$ cat src/rtl/fp10_pkg.sv
// Shared definitions for the 10-bit floating-point adder blocks.
// Word layout: sign [9], exponent [8:5], fraction [4:0].
package fp10_pkg;

    localparam int WIDTH    = 10;
    localparam int EXP_W    = 4;
    localparam int FRAC_W   = 5;
    localparam int SIGN_BIT = 9;
    localparam int EXP_MSB  = 8;
    localparam int EXP_LSB  = 5;

    typedef logic [WIDTH-1:0] word_t;

    typedef enum logic [1:0] {
        IDLE   = 2'd0,
        GET_Y  = 2'd1,
        WAIT   = 2'd2,
        RESULT = 2'd3
    } state_t;

    // Flush-to-zero: a zero exponent means zero, fraction ignored.
    function automatic logic is_zero(input word_t w);
        return w[EXP_MSB:EXP_LSB] == '0;
    endfunction

endpackage

$ cat src/rtl/fp_add_sequencer_if.sv
// Operand stream, adder bus and result stream of the sequencer.
// master = sequencer side, slave = surrounding environment.
interface fp_add_sequencer_if;
    import fp10_pkg::*;

    logic  in_valid;
    logic  in_ready;
    word_t in_data;
    word_t add_x;
    word_t add_y;
    word_t add_result;
    logic  add_overflow;
    logic  out_valid;
    logic  out_ready;
    word_t out_data;
    logic  out_overflow;
    logic  out_bypass;

    modport master (
        input  in_valid, in_data, add_result, add_overflow, out_ready,
        output in_ready, add_x, add_y, out_valid, out_data,
        output out_overflow, out_bypass
    );

    modport slave (
        output in_valid, in_data, add_result, add_overflow, out_ready,
        input  in_ready, add_x, add_y, out_valid, out_data,
        input  out_overflow, out_bypass
    );

endinterface

$ cat src/rtl/fp_zero_detect.sv
// Zero flags for an operand pair and the sum that results when
// either operand is zero, so the adder can be skipped.
module fp_zero_detect
    import fp10_pkg::*;
(
    input  word_t x,
    input  word_t y,
    output logic  x_zero,
    output logic  y_zero,
    output word_t bypass_word
);

    // Zero flags and the bypass sum; two zeros keep a negative sign
    // only when both operands are negative.
    always_comb begin
        x_zero      = is_zero(x);
        y_zero      = is_zero(y);
        bypass_word = x;
        if (x_zero && y_zero) begin
            bypass_word           = '0;
            bypass_word[SIGN_BIT] = x[SIGN_BIT] & y[SIGN_BIT];
        end else if (x_zero) begin
            bypass_word = y;
        end
    end

endmodule

$ cat src/rtl/fp_add_sequencer.sv
// Pairs serial operands, drives the fixed-latency adder and returns
// its sum, skipping the adder when an operand is zero.
module fp_add_sequencer
    import fp10_pkg::*;
#(
    parameter int LATENCY = 6,
    parameter int CNT_W   = 4
) (
    input  logic clk,
    input  logic reset,
    fp_add_sequencer_if.master bus
);

    state_t           state;
    state_t           state_nx;
    logic             ready_c;
    logic             xfer;
    word_t            x_hold;
    logic [CNT_W-1:0] cnt;
    logic             x_zero;
    logic             y_zero;
    word_t            bypass_word;

    fp_zero_detect u_zero (
        .x           (x_hold),
        .y           (bus.in_data),
        .x_zero      (x_zero),
        .y_zero      (y_zero),
        .bypass_word (bypass_word)
    );

    // Ready is masked during reset so nothing is taken in that window.
    assign bus.in_ready = ready_c & ~reset;
    assign xfer         = bus.in_valid & ready_c;

    // State register.
    always_ff @(posedge clk or posedge reset) begin
        if (reset) state <= IDLE;
        else       state <= state_nx;
    end

    // Next-state decode and operand-side ready.
    always_comb begin
        state_nx = state;
        ready_c  = 1'b0;
        unique case (state)
            IDLE: begin
                ready_c = 1'b1;
                if (bus.in_valid) state_nx = GET_Y;
            end
            GET_Y: begin
                ready_c = 1'b1;
                if (bus.in_valid) begin
                    if (x_zero || y_zero) state_nx = RESULT;
                    else                  state_nx = WAIT;
                end
            end
            WAIT: begin
                if (cnt == CNT_W'(1)) state_nx = RESULT;
            end
            RESULT: begin
                if (bus.out_ready) state_nx = IDLE;
            end
            default: state_nx = IDLE;
        endcase
    end

    // Operand capture, latency counter and registered result.
    always_ff @(posedge clk or posedge reset) begin
        if (reset) begin
            x_hold           <= '0;
            cnt              <= '0;
            bus.add_x        <= '0;
            bus.add_y        <= '0;
            bus.out_valid    <= 1'b0;
            bus.out_data     <= '0;
            bus.out_overflow <= 1'b0;
            bus.out_bypass   <= 1'b0;
        end else begin
            unique case (state)
                IDLE: begin
                    if (xfer) x_hold <= bus.in_data;
                end
                GET_Y: begin
                    if (xfer) begin
                        if (x_zero || y_zero) begin
                            bus.out_data     <= bypass_word;
                            bus.out_overflow <= 1'b0;
                            bus.out_bypass   <= 1'b1;
                            bus.out_valid    <= 1'b1;
                        end else begin
                            bus.add_x <= x_hold;
                            bus.add_y <= bus.in_data;
                            cnt       <= CNT_W'(LATENCY);
                        end
                    end
                end
                WAIT: begin
                    if (cnt != '0) cnt <= cnt - CNT_W'(1);
                    if (cnt == CNT_W'(1)) begin
                        bus.out_data     <= bus.add_result;
                        bus.out_overflow <= bus.add_overflow;
                        bus.out_bypass   <= 1'b0;
                        bus.out_valid    <= 1'b1;
                    end
                end
                RESULT: begin
                    if (bus.out_ready) bus.out_valid <= 1'b0;
                end
                default: ;
            endcase
        end
    end

endmodule

$ cat src/flat_wrapper.sv
// flat-port wrapper written by rule: the top's interface ports become plain ports
module fp_add_sequencer_flat import fp10_pkg::*;
#(
    parameter int LATENCY = 6,
    parameter int CNT_W   = 4
)
  (clk, reset, bus_in_valid, bus_in_data, bus_add_result, bus_add_overflow, bus_out_ready, bus_in_ready, bus_add_x, bus_add_y, bus_out_valid, bus_out_data, bus_out_overflow, bus_out_bypass);
  fp_add_sequencer_if bus_i ();
  input  logic clk;
  input  logic reset;
  input wire logic [$bits(bus_i.in_valid)-1:0] bus_in_valid;
  input wire logic [$bits(bus_i.in_data)-1:0] bus_in_data;
  input wire logic [$bits(bus_i.add_result)-1:0] bus_add_result;
  input wire logic [$bits(bus_i.add_overflow)-1:0] bus_add_overflow;
  input wire logic [$bits(bus_i.out_ready)-1:0] bus_out_ready;
  output wire logic [$bits(bus_i.in_ready)-1:0] bus_in_ready;
  output wire logic [$bits(bus_i.add_x)-1:0] bus_add_x;
  output wire logic [$bits(bus_i.add_y)-1:0] bus_add_y;
  output wire logic [$bits(bus_i.out_valid)-1:0] bus_out_valid;
  output wire logic [$bits(bus_i.out_data)-1:0] bus_out_data;
  output wire logic [$bits(bus_i.out_overflow)-1:0] bus_out_overflow;
  output wire logic [$bits(bus_i.out_bypass)-1:0] bus_out_bypass;
  assign bus_i.in_valid = bus_in_valid;
  assign bus_i.in_data = bus_in_data;
  assign bus_i.add_result = bus_add_result;
  assign bus_i.add_overflow = bus_add_overflow;
  assign bus_i.out_ready = bus_out_ready;
  assign bus_in_ready = bus_i.in_ready;
  assign bus_add_x = bus_i.add_x;
  assign bus_add_y = bus_i.add_y;
  assign bus_out_valid = bus_i.out_valid;
  assign bus_out_data = bus_i.out_data;
  assign bus_out_overflow = bus_i.out_overflow;
  assign bus_out_bypass = bus_i.out_bypass;
  fp_add_sequencer #(.LATENCY(LATENCY), .CNT_W(CNT_W)) u_core (.clk(clk), .reset(reset), .bus(bus_i));
endmodule
$ cat config.mk
export PLATFORM = sky130hd
export DESIGN_NAME = fp_add_sequencer_flat
export DESIGN_NICKNAME = d
export VERILOG_FILES = /design/src/rtl/fp10_pkg.sv /design/src/rtl/fp_add_sequencer_if.sv /design/src/rtl/fp_zero_detect.sv /design/src/rtl/fp_add_sequencer.sv /design/src/flat_wrapper.sv
export SDC_FILE = /design/constraint.sdc
export NUM_CORES = 1
export LEC_CHECK = 0
export CORE_ASPECT_RATIO = 1.5
export CORE_MARGIN = 5
export CORE_UTILIZATION = 40
export DETAILED_ROUTE_END_ITERATION = 16
export PLACE_DENSITY = 0.72
export SYNTH_ARGS = -nofsm -noshare
export SYNTH_HDL_FRONTEND = slang
export SYNTH_HIERARCHICAL = 1
export SYNTH_SLANG_ARGS = --single-unit
$ cat constraint.sdc
create_clock -name clk -period 1.9 [get_ports clk]
set_input_delay 0.19 -clock clk [delete_from_list [all_inputs] [get_ports clk]]
set_output_delay 0.19 -clock clk [all_outputs]
set_load 0.005 [all_outputs]
==> impl_metrics.csv <==
group,metric,value,unit
run_status,status,"finished, final reports clean",
clock_tree,cts-root-buf,"clkbuf_8",
worst_setup_path,critPathMaxFanout,5,
timing,final.period_utilization,98.8,%
finish,area_growth,45.2,%
worst_setup_path,max_stage_delay,560,ps
clock_tree,clock_sinks,49,
timing,fin_crit,1880,ps
place,placed_area,3240,um^2
pwr,total_power,5.77,mW
pwr,leakage,1.49,nW
synthesis,ys_warn_count,6,
clock_tree,htreeDepth,2,
clock_tree,ctsHoldBuffers,0,
synthesis,yosys-top-cells-count,"49 x dfrtp_1, 20 x mux2_1, 13 x nor2_1",
drt,wirelength,5.77,mm
drt,drtAntennaViolNets,0,
worst_setup_path,crit_type,"flop to flop",
flow_run,drv_cap,0,
finish,n_fill_cell,483,
place,io_buffers,58,
worst_setup_path,worstSetupStartpointType,"flop",
worst_setup_path,critical_path_buf_inv_count,3,
global_route,grt_overflow,0,
clock_tree,clockBufferDepth,2,
drt,drtIter0Drc,95,
drt,routed_via_density,5.05,
worst_setup_path,worstPathCellList,"or4_4 -> clkinvlp_4 -> o211ai_1 -> a22oi_4 -> buf_12 -> clkbuf_16 -> nand3_1 -> o21ai_1",
timing,fin_worst_skew,7.89,ps
worst_setup_path,r2r-start,"u_core/x_hold[5]",
pwr,p_per_area,1640,nW/um^2
synthesis,synth_top_area_share,50.5,%
clock_tree,cts_made_buffers,5,
timing,drv_slew,0,
worst_setup_path,end_kind,"flop",
worst_setup_path,cp_top_family,"simple AND/OR/NAND/NOR gates",
finish,num_antenna_cells,0,
synthesis,ys_ff_latch,49,
synthesis,yosysMostFrequentCell,"dfrtp_1",
drt,wire_per_inst,16.2,um
synthesis,syn_nets,227,
timing,hold_violations,0,
die,initial_core_util,41.3,%
drt,vias,1798,
drt,drc_errors,0,
clock_tree,cts_tree,"yes",
timing,relSlewSlack,73.2,%
synthesis,synth_area_leaders,"dfrtp_1 51%, mux2_1 9.3%, mux2_2 4.6%",
synthesis,synth_ff_type,"dfrtp_1",
clock_tree,clk_pin_slew,90,ps
place,gp_congestion,0.813,
pwr,irDropWorstVdd,0.000780,V
global_route,grt_max_degree,50,
finish,multi_input_area,1170,um^2
clock_tree,clk_latency,300,ps
finish,fin_cells,356,
die,dieArea,7750,um^2
synthesis,synthesis.area,2430,um^2
synthesis,synth_cell_type_count,44,
global_route,antenna_found_initial,0,
synthesis,synth-async-reset-ratio,100,%
worst_setup_path,crit_path_start,"u_core/x_hold[5]",
finish,drive_above_1_share,30.3,%
finish,fin_nets,316,
worst_setup_path,cp_slowest_cell,"or4_4",
global_route,grt.total_usage,14.4,%
timing,final.setup.worst_slack,22.3,ps
synthesis,ys_seq_area_share,50.5,%
timing,finalSetupViolCount,0,
global_route,grt_first_pass_wirelength,8.83,mm
die,die_w,73.6,um
place,dp.cells,338,
synthesis,avgSynthCellArea,12.5,um^2
synthesis,synth_edf_count,0,
place,pre_cts_ws,-140,ps
drt,dr.pass1.iters,4,
worst_setup_path,critPathRequiredTime,2140,ps
timing,worst_pin_slew,401,ps
die,io_pins,59,
finish,stdcell_area,3520,um^2
place,place_hpwl,4.06,mm
timing,setup-tns-final,0,ps
synthesis,synthCells,194,
global_route,grt_pass1_vias,1867,
timing,rsz0062_at_grt,"yes",
die,fp-row-count,34,
worst_hold_path,hp-class,"input pin to asynchronous set/reset pin",
die,coreArea,5870,um^2
worst_setup_path,worstPathArrival,2120,ps
timing,fmax,533,MHz
finish,seqCellArea,1230,um^2
die,dieHeight,105,um
synthesis,yosys.area.top_type,"dfrtp_1",
[cell usage in the layout (no fill, tap or decap), types with 2 or more instances in the layout]
cell type	count
o21ai_1	3
ha_1	6
nand2b_1	3
inv_2	3
dfrtp_1	48
mux2_2	10
buf_4	25
a21o_1	3
mux2i_1	11
nor2_1	9
clkbuf_8	7
o21ai_0	2
a22o_2	4
buf_12	3
ha_4	2
mux2_4	3
a22o_1	3
inv_1	6
clkbuf_16	2
o211ai_1	2
mux2_1	17
nor2_2	4
a21oi_1	2
a21oi_2	9
clkdlybuf4s50_1	58
nand2_1	10
[layout make-up]
type	count	share of cell area, %
flip-flops and latches	49	34.8
multi-input cells	128	33.2
repair buffers	89	25.3
clock buffers	7	2.74
well taps	72	2.56
inverters	10	1.17
clock inverters	1	0.249
[through the flow]
step	hold slack, ps	utilization (%)
finish	270	60.0
detailed placement	475	55.2
global placement	467	55.2
CTS	280	57.8
floorplan	325	-
global route	328	60.0
[repair_timing]
item / 4_1_cts / 5_1_grt
setup endpoints to repair: 2 / 14
cloned: 0 / 3
gates resized for setup: 7 / 7
pin swaps: 1 / 1
endpoints found under the hold margin: 0 / 0
buffers inserted: 2 / 5
[logic make-up after synthesis]
family / synth area share, %
DFF: 50.5
muxes: 18.5
and+or+nand+nor: 8.97
AOI/OAI and AO/OA: 14.4
buffers and inverters: 3.46
adders and majority gates: 4.13
[flip-flops by register name, summed over array words and instances (netlist names)]
name                     count
u_core/bus.out_bypass        1
u_core/x_hold               10
u_core/bus.out_data         10
u_core/cnt                   4
u_core/state                 2
u_core/bus.out_valid         1
u_core/bus.out_overflow      1
u_core/bus.add_y            10
u_core/bus.add_x            10
[layer usage]
metal | global-route usage (%) | up-vias | part of all wire (%)
met5 | 0 | - | 0
met2 | 25.6 | 43 | 54
met1 | 16.9 | 873 | 40
li1 | - | 875 | -
met3 | 1.90 | 7 | 3.4
met4 | 6.09 | 0 | 2.2
[worst reg2reg max path, delay by kind of cell (launching register included)]
family                 cells  cell delay (ps)
flip-flops                 1              390
buffers and inverters      3              400
AO/OA/AOI/OAI              3              400
AND/OR/NAND/NOR            2              630
[power breakdown]
group / leakage [nW] / switching (mW) / internal [mW]
sequential: 0.573 / 0.330 / 1.56
clock: 0.0549 / 0.352 / 0.337
combinational: 0.859 / 1.29 / 1.91
total: 1.49 / 1.97 / 3.80
[path summary, 6_finish.rpt]
check	end	cells after the start	slack (ps)
setup / recovery	u_core/bus.out_overflow	8	20
hold / removal	u_core/cnt[2]	3	270
setup reg to reg	u_core/bus.out_overflow	8	20
hold reg to reg	u_core/bus.add_x[0]	1	490
max in group asynchronous	u_core/bus.add_y[0]	3	1380
min in group clk	u_core/bus.out_overflow	3	450
No activity file was read; power rests on OpenSTA's default activity.
